`src/rtl/player_pkg.sv`:
```
// Shared types and playfield defaults for the player motion controller.
package player_pkg;

  typedef enum logic [1:0] {
    DIR_IDLE = 2'd0,
    DIR_NEG  = 2'd1,
    DIR_POS  = 2'd2
  } dir_t;

  typedef enum logic [1:0] {
    AX_IDLE = 2'd0,
    AX_SLOW = 2'd1,
    AX_FAST = 2'd2
  } axis_state_t;

  localparam int DEF_PLAYER_RADIUS = 35;
  localparam int DEF_X_LO          = 2;
  localparam int DEF_X_HI          = 638;
  localparam int DEF_Y_LO          = 2;
  localparam int DEF_Y_HI          = 510;

  // Opposing or absent requests cancel out to idle.
  function automatic dir_t decode_dir(input logic req_neg, input logic req_pos);
    case ({req_neg, req_pos})
      2'b10:   return DIR_NEG;
      2'b01:   return DIR_POS;
      default: return DIR_IDLE;
    endcase
  endfunction

endpackage

```
`src/rtl/player_axis_stepper.sv`:
```
// One motion axis: direction decode, IDLE/SLOW/FAST FSM, tick and step counters,
// and a position register clamped to [LO, HI].
module player_axis_stepper
  import player_pkg::*;
#(
  parameter int POS_WIDTH   = 10,
  parameter int LO          = 37,
  parameter int HI          = 603,
  parameter int INIT        = 320,
  parameter int SLOW_PERIOD = 100000,
  parameter int FAST_PERIOD = 25000,
  parameter int ACCEL_STEPS = 16
) (
  input  logic                 clk,
  input  logic                 rst_n,
  input  logic                 req_neg,
  input  logic                 req_pos,
  input  logic                 freeze,
  input  logic                 respawn,
  output logic [POS_WIDTH-1:0] pos,
  output logic                 moving
);

  localparam int CNT_W  = (SLOW_PERIOD > 1) ? $clog2(SLOW_PERIOD) : 1;
  localparam int STEP_W = (ACCEL_STEPS > 0) ? $clog2(ACCEL_STEPS + 1) : 1;
  localparam bit ACCEL_EN = (ACCEL_STEPS > 0);
  localparam logic [CNT_W-1:0]     SLOW_LAST = CNT_W'(SLOW_PERIOD - 1);
  localparam logic [CNT_W-1:0]     FAST_LAST = CNT_W'(FAST_PERIOD - 1);
  localparam logic [STEP_W-1:0]    STEP_MAX  = STEP_W'(ACCEL_STEPS);
  localparam logic [POS_WIDTH-1:0] POS_LO    = POS_WIDTH'(LO);
  localparam logic [POS_WIDTH-1:0] POS_HI    = POS_WIDTH'(HI);
  localparam logic [POS_WIDTH-1:0] POS_INIT  = POS_WIDTH'(INIT);

  axis_state_t          state_reg, state_next;
  dir_t                 dir_reg, dir_next, dir_req;
  logic [CNT_W-1:0]     cnt_reg, cnt_next, cnt_last;
  logic [STEP_W-1:0]    steps_reg, steps_next, steps_inc;
  logic [POS_WIDTH-1:0] pos_reg, pos_next;
  logic                 moving_reg, moving_next;
  logic                 running, tick, accel_now, can_move;

  // Motion continues only while the request matches the latched direction.
  assign dir_req   = decode_dir(req_neg, req_pos);
  assign running   = (state_reg != AX_IDLE) && (dir_req == dir_reg);
  assign cnt_last  = (state_reg == AX_FAST) ? FAST_LAST : SLOW_LAST;
  assign tick      = running && (cnt_reg == cnt_last);
  assign steps_inc = (steps_reg == STEP_MAX) ? steps_reg : steps_reg + 1'b1;
  assign accel_now = ACCEL_EN && tick && (state_reg == AX_SLOW) && (steps_inc == STEP_MAX);
  assign can_move  = (dir_reg == DIR_NEG) ? (pos_reg > POS_LO) : (pos_reg < POS_HI);

  always_ff @(posedge clk) begin
    if (!rst_n) begin
      state_reg  <= AX_IDLE;
      dir_reg    <= DIR_IDLE;
      cnt_reg    <= '0;
      steps_reg  <= '0;
      pos_reg    <= POS_INIT;
      moving_reg <= 1'b0;
    end else begin
      state_reg  <= state_next;
      dir_reg    <= dir_next;
      cnt_reg    <= cnt_next;
      steps_reg  <= steps_next;
      pos_reg    <= pos_next;
      moving_reg <= moving_next;
    end
  end

  always_comb begin
    state_next = state_reg;
    dir_next   = dir_reg;
    if (respawn) begin
      state_next = AX_IDLE;
      dir_next   = DIR_IDLE;
    end else if (!freeze) begin
      case (state_reg)
        AX_IDLE: begin
          if (dir_req != DIR_IDLE) begin
            state_next = AX_SLOW;
            dir_next   = dir_req;
          end
        end
        default: begin
          if (!running) begin
            state_next = AX_IDLE;
            dir_next   = DIR_IDLE;
          end else if (accel_now) begin
            state_next = AX_FAST;
          end
        end
      endcase
    end
  end

  // A blocked step still restarts the period and counts toward acceleration.
  always_comb begin
    cnt_next    = cnt_reg;
    steps_next  = steps_reg;
    pos_next    = pos_reg;
    moving_next = 1'b0;
    if (respawn) begin
      cnt_next   = '0;
      steps_next = '0;
      pos_next   = POS_INIT;
    end else if (!freeze) begin
      if (!running) begin
        cnt_next   = '0;
        steps_next = '0;
      end else if (tick) begin
        cnt_next   = '0;
        steps_next = steps_inc;
        if (can_move) begin
          pos_next    = (dir_reg == DIR_NEG) ? pos_reg - 1'b1 : pos_reg + 1'b1;
          moving_next = 1'b1;
        end
      end else begin
        cnt_next = cnt_reg + 1'b1;
      end
    end
  end

  assign pos    = pos_reg;
  assign moving = moving_reg;

endmodule

```
`src/rtl/player_motion_controller.sv`:
```
// Two-axis player position controller: button synchronizers, two axis steppers
// sharing freeze/respawn, and the playfield edge decode.
module player_motion_controller
  import player_pkg::*;
#(
  parameter int POS_WIDTH     = 10,
  parameter int PLAYER_RADIUS = DEF_PLAYER_RADIUS,
  parameter int X_LO          = DEF_X_LO,
  parameter int X_HI          = DEF_X_HI,
  parameter int Y_LO          = DEF_Y_LO,
  parameter int Y_HI          = DEF_Y_HI,
  parameter int INIT_X        = 320,
  parameter int INIT_Y        = 200,
  parameter int SLOW_PERIOD   = 100000,
  parameter int FAST_PERIOD   = 25000,
  parameter int ACCEL_STEPS   = 16
) (
  input  logic                 clk,
  input  logic                 rst_n,
  input  logic                 up_btn_n,
  input  logic                 down_btn_n,
  input  logic                 left_btn_n,
  input  logic                 right_btn_n,
  input  logic                 freeze,
  input  logic                 respawn,
  output logic [POS_WIDTH-1:0] x_pos,
  output logic [POS_WIDTH-1:0] y_pos,
  output logic [1:0]           moving,
  output logic [3:0]           at_edge
);

  localparam int X_MIN = X_LO + PLAYER_RADIUS;
  localparam int X_MAX = X_HI - PLAYER_RADIUS;
  localparam int Y_MIN = Y_LO + PLAYER_RADIUS;
  localparam int Y_MAX = Y_HI - PLAYER_RADIUS;

  if (INIT_X < X_MIN || INIT_X > X_MAX) begin : g_bad_init_x
    $error("INIT_X outside legal x range");
  end
  if (INIT_Y < Y_MIN || INIT_Y > Y_MAX) begin : g_bad_init_y
    $error("INIT_Y outside legal y range");
  end
  if (SLOW_PERIOD < 2 || FAST_PERIOD < 2 || FAST_PERIOD > SLOW_PERIOD) begin : g_bad_period
    $error("periods must satisfy 2 <= FAST_PERIOD <= SLOW_PERIOD");
  end

  logic [3:0] btn_n;
  logic [3:0] req;
  logic       moving_x, moving_y;

  // Bit order {up, down, left, right}, matching at_edge.
  assign btn_n = {up_btn_n, down_btn_n, left_btn_n, right_btn_n};

  genvar gi;
  for (gi = 0; gi < 4; gi++) begin : g_sync
    logic sync1_reg, sync2_reg;
    always_ff @(posedge clk) begin
      if (!rst_n) begin
        sync1_reg <= 1'b1;
        sync2_reg <= 1'b1;
      end else begin
        sync1_reg <= btn_n[gi];
        sync2_reg <= sync1_reg;
      end
    end
    assign req[gi] = ~sync2_reg;
  end

  player_axis_stepper #(
    .POS_WIDTH(POS_WIDTH), .LO(X_MIN), .HI(X_MAX), .INIT(INIT_X),
    .SLOW_PERIOD(SLOW_PERIOD), .FAST_PERIOD(FAST_PERIOD), .ACCEL_STEPS(ACCEL_STEPS)
  ) u_axis_x (
    .clk(clk), .rst_n(rst_n), .req_neg(req[1]), .req_pos(req[0]),
    .freeze(freeze), .respawn(respawn), .pos(x_pos), .moving(moving_x)
  );

  player_axis_stepper #(
    .POS_WIDTH(POS_WIDTH), .LO(Y_MIN), .HI(Y_MAX), .INIT(INIT_Y),
    .SLOW_PERIOD(SLOW_PERIOD), .FAST_PERIOD(FAST_PERIOD), .ACCEL_STEPS(ACCEL_STEPS)
  ) u_axis_y (
    .clk(clk), .rst_n(rst_n), .req_neg(req[3]), .req_pos(req[2]),
    .freeze(freeze), .respawn(respawn), .pos(y_pos), .moving(moving_y)
  );

  assign moving = {moving_y, moving_x};

  assign at_edge = {y_pos == POS_WIDTH'(Y_MIN), y_pos == POS_WIDTH'(Y_MAX),
                    x_pos == POS_WIDTH'(X_MIN), x_pos == POS_WIDTH'(X_MAX)};

endmodule

```
`config.mk`:
```
export PLATFORM = sky130hd
export DESIGN_NAME = player_motion_controller
export DESIGN_NICKNAME = d
export VERILOG_FILES = /design/src/rtl/player_pkg.sv /design/src/rtl/player_axis_stepper.sv /design/src/rtl/player_motion_controller.sv
export SDC_FILE = /design/constraint.sdc
export NUM_CORES = 1
export LEC_CHECK = 0
export BUFFER_PORTS_ARGS = -buffer_cell sky130_fd_sc_hd__buf_4
export CAP_MARGIN = 15
export CORE_MARGIN = 4
export CORE_UTILIZATION = 34
export DETAILED_ROUTE_END_ITERATION = 10
export GPL_ROUTABILITY_DRIVEN = 0
export GPL_TIMING_DRIVEN = 0
export MAX_ROUTING_LAYER = met4
export SLEW_MARGIN = 20
export SYNTH_ARGS = -nofsm -noshare
export SYNTH_HDL_FRONTEND = slang
export SYNTH_HIERARCHICAL = 1
export SYNTH_SLANG_ARGS = --single-unit
```
`constraint.sdc`:
```
create_clock -name clk -period 3.2 [get_ports clk]
set_input_delay 0.64 -clock clk [delete_from_list [all_inputs] [get_ports clk]]
set_output_delay 0.64 -clock clk [all_outputs]
set_load 0.05 [all_outputs]
```
==> results of run 1 <==
-- final cells by class --
cell class | instances | area, um^2 | area share
Clock inverter | 2 | 35.03 | 0.006159
Buffer | 15 | 105.1 | 0.01848
Clock buffer | 14 | 264.0 | 0.04641
Sequential cell | 82 | 1642 | 0.2886
Inverter | 38 | 142.6 | 0.02508
Multi-Input combinational cell | 441 | 3027 | 0.5321
Tap cell | 180 | 225.2 | 0.03960
Timing Repair Buffer | 33 | 247.7 | 0.04355
-- cell usage after synthesis, drive strengths merged, types with 7 or more instances --
cell type / number / area [um^2]
mux2i: 9 / 90.09
buf: 10 / 86.33
nor4: 10 / 98.84
nand3: 21 / 105.1
nor3: 12 / 65.06
nand2b: 22 / 137.6
ha: 26 / 325.3
xor2: 24 / 210.2
o211ai: 8 / 60.06
nand2: 50 / 187.7
nand4: 8 / 50.05
a211oi: 9 / 77.57
a21oi: 24 / 120.1
xnor2: 24 / 210.2
nor2: 69 / 289.0
dfxtp: 82 / 1642
a31oi: 9 / 56.30
inv: 38 / 142.6
nor2b: 7 / 43.79
and2: 8 / 50.05
o21ai: 18 / 93.84
-- cell usage in the layout (no fill, tap or decap), types with 5 or more instances in the layout --
cell type / netlist / routed
a211oi_1: 7 / 7
nor2_2: 12 / 12
dfxtp_1: 82 / 82
o21ai_0: 15 / 15
mux2i_1: 9 / 9
nor2b_1: 7 / 7
nand4_1: 8 / 8
nand2_1: 50 / 50
ha_1: 26 / 26
clkbuf_16: 0 / 9
a21oi_1: 24 / 24
nor2_1: 57 / 57
xor2_1: 24 / 24
nor3_1: 11 / 11
a31oi_1: 9 / 9
xnor2_1: 24 / 24
or3_1: 5 / 5
nand2b_1: 22 / 22
nand3_1: 21 / 21
a211o_1: 5 / 5
a21o_1: 5 / 5
o211ai_1: 8 / 8
inv_1: 38 / 38
buf_4: 4 / 37
nor4bb_1: 5 / 5
clkbuf_1: 5 / 8
nor4_1: 7 / 7
and2_1: 8 / 8
-- power by group through the flow --
stage          combinational [mW]  clock, mW  sequential [mW]
2_1_floorplan              0.0501          0             1.05
3_3_place_gp               0.0736          0             1.05
3_5_place_dp               0.0754          0             1.05
4_1_cts                    0.0757       1.08             1.03
5_1_grt                    0.0846       1.12             1.03
6_report                   0.0754       1.04             1.03
-- through the flow --
stage,instance area [um^2],util,worst slack (ns),instances,hold WS [ns]
2_1_floorplan,4916,-,0.0008944,576,0.3863
3_3_place_gp,5389,0.3838,0.5740,789,0.3936
3_5_place_dp,5389,0.3838,0.5505,789,0.3916
4_1_cts,5688,0.4051,0.5283,805,0.4056
5_1_grt,5688,0.4051,0.3382,805,0.4297
6_report,5688,0.4051,0.5113,805,0.4047
-- worst paths after layout --
check | startpoint | end | slack (ns) | cells past startpoint
worst max-delay path | u_axis_x/dir_reg[1]$_SDFFE_PP0P_ | u_axis_x/pos[9]$_SDFFE_PP0P_ | 0.51 | 10
worst min-delay path | g_sync[0].sync1_reg$_SDFF_PN1_ | g_sync[0].sync2_reg$_SDFF_PN1_ | 0.40 | 1
worst max register to register | u_axis_x/dir_reg[1]$_SDFFE_PP0P_ | u_axis_x/pos[9]$_SDFFE_PP0P_ | 0.51 | 10
worst min register to register | g_sync[0].sync1_reg$_SDFF_PN1_ | g_sync[0].sync2_reg$_SDFF_PN1_ | 0.40 | 1
-- kinds of logic after synthesis --
family | synth area share
multiplexers | 0.02062
AO/OA/AOI/OAI | 0.1647
flip-flops | 0.3339
buffers and inverters | 0.05039
adder cells (fa/ha/maj) | 0.07432
XOR/XNOR | 0.08552
AND/OR/NAND/NOR | 0.2706
-- layer usage --
metal / track usage / vias to the layer above / part of all wire
met5: - / - / 0
met3: 0.03208 / 11 / 0.034
li1: - / 2140 / -
met2: 0.2274 / 69 / 0.46
met1: 0.1924 / 2012 / 0.49
met4: 0.04494 / 0 / 0.013
==> qor.txt, run 1 <==
Die Ht: 128.2 um
Total routed wirelength: 11.14 mm
WL/cell: 13.84 um
Vias in the first global route: 4052
Cts repair resizes: 0
First-pass GRT wire length: 19.50 mm
Remaining antenna violation count: 0
Number of diodes: 0
Syn nets: 612
Crit path arrival time: 2.92 ns
Via Count: 4232
Root Buffer: clkbuf_16
Largest net degree at the start of global routing: 13
Crit Path Category: reg2reg
DRT Pass-1 Iters: 5
Sw power: 0.4456 mW
Worst-Margin Slew: 0.5832 ns
FFs w/ async S/R, synth: 0
Max Transition Viols Final: 0
Count of cell types in the netlist: 72
Syn Area/Cell: 8.535 um^2
Clk slew on worst S/H paths: 0.06 ns
GRT Util Overall: 0.1471
Die Footprint: 16450 um^2
Slew margin rel.: 0.6112
Combinational cell fraction of total power: 0.035
CTS tree: built
Drt initial violations: 274
Residual DRC: 0
Cells along the critical path: nand2b_1 > clkbuf_1 > inv_1 > ha_1 > a211oi_1 > o211ai_1 > nand2_1 > mux2i_1 > o21ai_2 > mux2i_1
Max VDD drop: 0.0002430 V
Flops & latches, synth: 82
Site row count: 43
Number of flops mapped to enable cells by yosys: 0
Total Power: 2.147 mW
Total CTS buffers: 9
Primary FF master, synth: dfxtp_1
Max Cap Viol: 0
Clock power share: 0.485
Clk_skew: 0.004242 ns
Setup Buffers After CTS: 0
Setup violators final: 0
Core area: 14040 um^2
Mapped Cells: 576
Port buffer count: 33
Int Pwr: 1.701 mW
Status: finished, final reports clean
Clk buf depth: 2
Sequential power share: 0.480
Hold crit path type: reg2reg
Fill cells: 1401
Tmin final: 2.689 ns
Final worst-path cycle share: 0.8402
# H-tree levels: 3
Layout cells sized above 1: 0.1328
CP startpoint kind: register
Yosys warning total: 6
Layout area overhead: 15.70%
PD cells: 377.5 nW/um^2
Initial antenna violation count: 0
CP max-delay cell: a211oi_1
Hold Vio Cnt, Final: 0
CP most frequent cell: mux2i_1
Peak Freq: 0.3719 GHz
# IOs: 34
Hold Buf Count CTS: 0
Total clock sinks: 82
Seq/Total Area, Yosys: 0.3339
Clk Latency, worst-skew pair: 0.34 ns
CP Max Fanout: 9
Initial Utilization: 0.3501
CP Buf/Inv Count: 2
DP HPWL: 8.088 mm
NumNets Final: 656
Leakage power: 2.133 nW
Worst EP required: 3.43 ns
RSZ-0062 raised after global routing: false
Switch share: 0.2076
Total gr overflow: 0
CP endpoint kind: register
Crit path largest cell delay: 0.43 ns
Setup TNS: 0 ns
Via density: 5.257
Mapped cell area: 4916 um^2
Largest delay contributor family on the critical path: compound AO/OA/AOI/OAI gates
Die span in x: 128.2 um
No activity file was read; power rests on OpenSTA's default activity.
==> run 2, diff against run 1 <==
==> constraint.sdc (replaced) <==
create_clock -name clk -period 2.3 [get_ports clk]
set_input_delay 0.46 -clock clk [delete_from_list [all_inputs] [get_ports clk]]
set_output_delay 0.46 -clock clk [all_outputs]
set_load 0.05 [all_outputs]
==> run 2 against run 1 <==
The flow now finishes with violations (negative setup slack). Power up 32%. Cell count grew 1.2%. Maximum frequency rose by 17%. Global-route usage up 0.054 points. Clock skew increased by 0.0027 ns. Clock-buffer cell count decreased by 4. Highest routed layer unchanged.
==> qor.txt, run 2 (same netlist as run 1, synthesis figures left out) <==
Status: finished with violations
Violated checks: negative setup slack
Uppermost layer routed: met4
Clk slew on worst S/H paths: 0.06 ns (about the same)
Final worst-path cycle share: 1.002 (+0.1621)
Residual DRC: 0 (unchanged)
Hold Vio Cnt, Final: 0 (unchanged)
GRT Util Overall: 0.1477 (+0.0005390)
Final Core Density: 0.4270 (+0.02192)
Worst EP required: 2.52 ns (-0.91 ns)
Port buffer count: 33 (unchanged)
Total clock sinks: 82 (unchanged)
Setup violators final: 1 (+1)
Via density: 5.261 (about the same)
Layout area overhead: 21.96%
Die Ht: 128.2 um (unchanged)
Crit path arrival time: 2.53 ns (-0.39 ns)
M1 WL: 5.450 mm (-0.55%)
Max Cap Viol: 0 (unchanged)
CP startpoint kind: register
Max Transition Viols Final: 0 (unchanged)
# H-tree levels: 3 (unchanged)
Hold crit path type: in2reg
Clk Latency, worst-skew pair: 0.33 ns (about the same)
Met3 wire length: 340 um (-11%)
Drt initial violations: 256 (-6.6%)
Slew margin rel.: 0.6241 (+0.01287)
Int Pwr: 2.189 mW (+29%)
Leakage power: 2.195 nW (+2.9%)
Final WS setup: -0.005406 ns (-0.5167 ns)
First-pass GRT wire length: 19.63 mm (+0.67%)
WL/cell: 14.24 um (+2.9%)
Sw power: 0.6443 mW (+45%)
Commonest cells after routing, fill and taps aside: dfxtp_1 (70), nor2_1 (57), nand2_1 (49)
PD cells: 472.5 nW/um^2 (+25%)
Clock power share: 0.456 (-0.029)
RSZ-0062 raised after global routing: true
Root Buffer: clkbuf_16
Site row count: 43 (unchanged)
Met2 routed WL: 5.574 mm (+8.6%)
Die span in x: 128.2 um (unchanged)
Die Footprint: 16450 um^2 (unchanged)
Post-DP Area: 5428 um^2 (+0.72%)
Number of diodes: 0 (unchanged)
Sequential power share: 0.505 (+0.025)
Post-placement cell count: 789 (unchanged)
CP endpoint kind: register
DP HPWL: 8.215 mm (+1.6%)
Clk buf depth: 2 (unchanged)
Max VDD drop: 0.0002566 V (+5.6%)
Initial antenna violation count: 0 (unchanged)
Total gr overflow: 0 (unchanged)
Via Count: 4288 (+1.3%)
Commonest non-fill, non-tap cell in the layout: dfxtp_1
Setup TNS: -0.005406 ns (-0.005406 ns)
CP Max Fanout: 5 (-4)
Hold Buf Count CTS: 0 (unchanged)
Layout cells sized above 1: 0.2142 (+0.08137)
Total routed wirelength: 11.61 mm (+4.2%)
Cell Count, Final, Fillers Out: 815 (+1.2%)
DRT Pass-1 Iters: 4 (-1)
NumNets Final: 667 (+1.7%)
Total Power: 2.833 mW (+32%)
Remaining antenna violation count: 0 (unchanged)
Initial Utilization: 0.3501 (unchanged)
Core area: 14040 um^2 (unchanged)
Cell area after layout: 5996 um^2 (+5.4%)
Tmin final: 2.305 ns (-0.3833 ns)
Crit Path Category: reg2reg
Switch share: 0.2274 (+0.01986)
Peak Freq: 0.4338 GHz (+17%)
Worst-Margin Slew: 0.5638 ns (-0.01931 ns)
Vias in the first global route: 4214 (+4.0%)
Total CTS buffers: 9 (unchanged)
# IOs: 34 (unchanged)
Clk_skew: 0.006947 ns (+0.002705 ns)
Largest net degree at the start of global routing: 14 (+1)
CTS tree: built
Combinational cell fraction of total power: 0.038 (+0.003)
==> run 2: what timing repair did <==
item	4_1_cts	5_1_grt
endpoints found under the setup margin	25	29
pin swaps	3	3
gates resized for setup	20	26
gates cloned	0	2
endpoints found under the hold margin	0	0
setup buffers	1	9
==> run 2: worst paths after layout <==
kind	cells past startpoint	endpoint	slack, ns	from
min reg2reg	1	g_sync[0].sync2_reg$_SDFF_PN1_	0.41	g_sync[0].sync1_reg$_SDFF_PN1_
min	2	g_sync[0].sync1_reg$_SDFF_PN1_	0.30	right_btn_n
max reg2reg	10	u_axis_y/pos[9]$_SDFFE_PP0P_	-0.005	u_axis_y/dir_reg[1]$_SDFFE_PP0P_
max	10	u_axis_y/pos[9]$_SDFFE_PP0P_	-0.005	u_axis_y/dir_reg[1]$_SDFFE_PP0P_
==> run 2: per-layer routing <==
metal  vias to the layer above  GRT usage
met2                        71     0.2381
met4                         0    0.05306
met1                      2039     0.1833
met3                        20    0.02958
li1                       2158          -
met5                         -          -
==> run 2: critical path, stage by stage, from the launching register on <==
cell      delay [ns]
dfxtp_2         0.35
inv_2           0.05
nand2_4         0.10
clkinv_4        0.12
ha_4            0.25
a211oi_4        0.22
o211ai_1        0.15
a31o_2          0.27
a21o_1          0.19
a311o_1         0.36
mux2i_1         0.12
==> run 2: area by class of cell <==
type,instances,area (um^2)
Timing Repair Buffer,44,351.6
Multi-Input combinational cell,441,3239
Inverter,38,147.6
Buffer,14,105.1
Tap cell,180,225.2
Fill cell,1354,8046
Sequential cell,82,1662
Timing Repair inverter,1,5.005
Clock buffer,10,229.0
Clock inverter,5,31.28
==> run 2: power by group through the flow <==
stage / sequential (mW) / clock, mW / combinational (mW)
after floorplan: 1.46 / 0 / 0.0697
after detailed placement: 1.46 / 0 / 0.106
after CTS: 1.43 / 1.34 / 0.107
after global placement: 1.46 / 0 / 0.103
final: 1.43 / 1.29 / 0.109
after global routing: 1.43 / 1.39 / 0.122
==> run 2: stage by stage <==
stage                     hold slack [ns]  setup WS, ns
final                              0.3012     -0.005406
after CTS                          0.2930     0.0006015
after detailed placement           0.4013       -0.3742
after global placement             0.3954       -0.2770
after global routing               0.3064      -0.08985
after floorplan                    0.3863      -0.02576
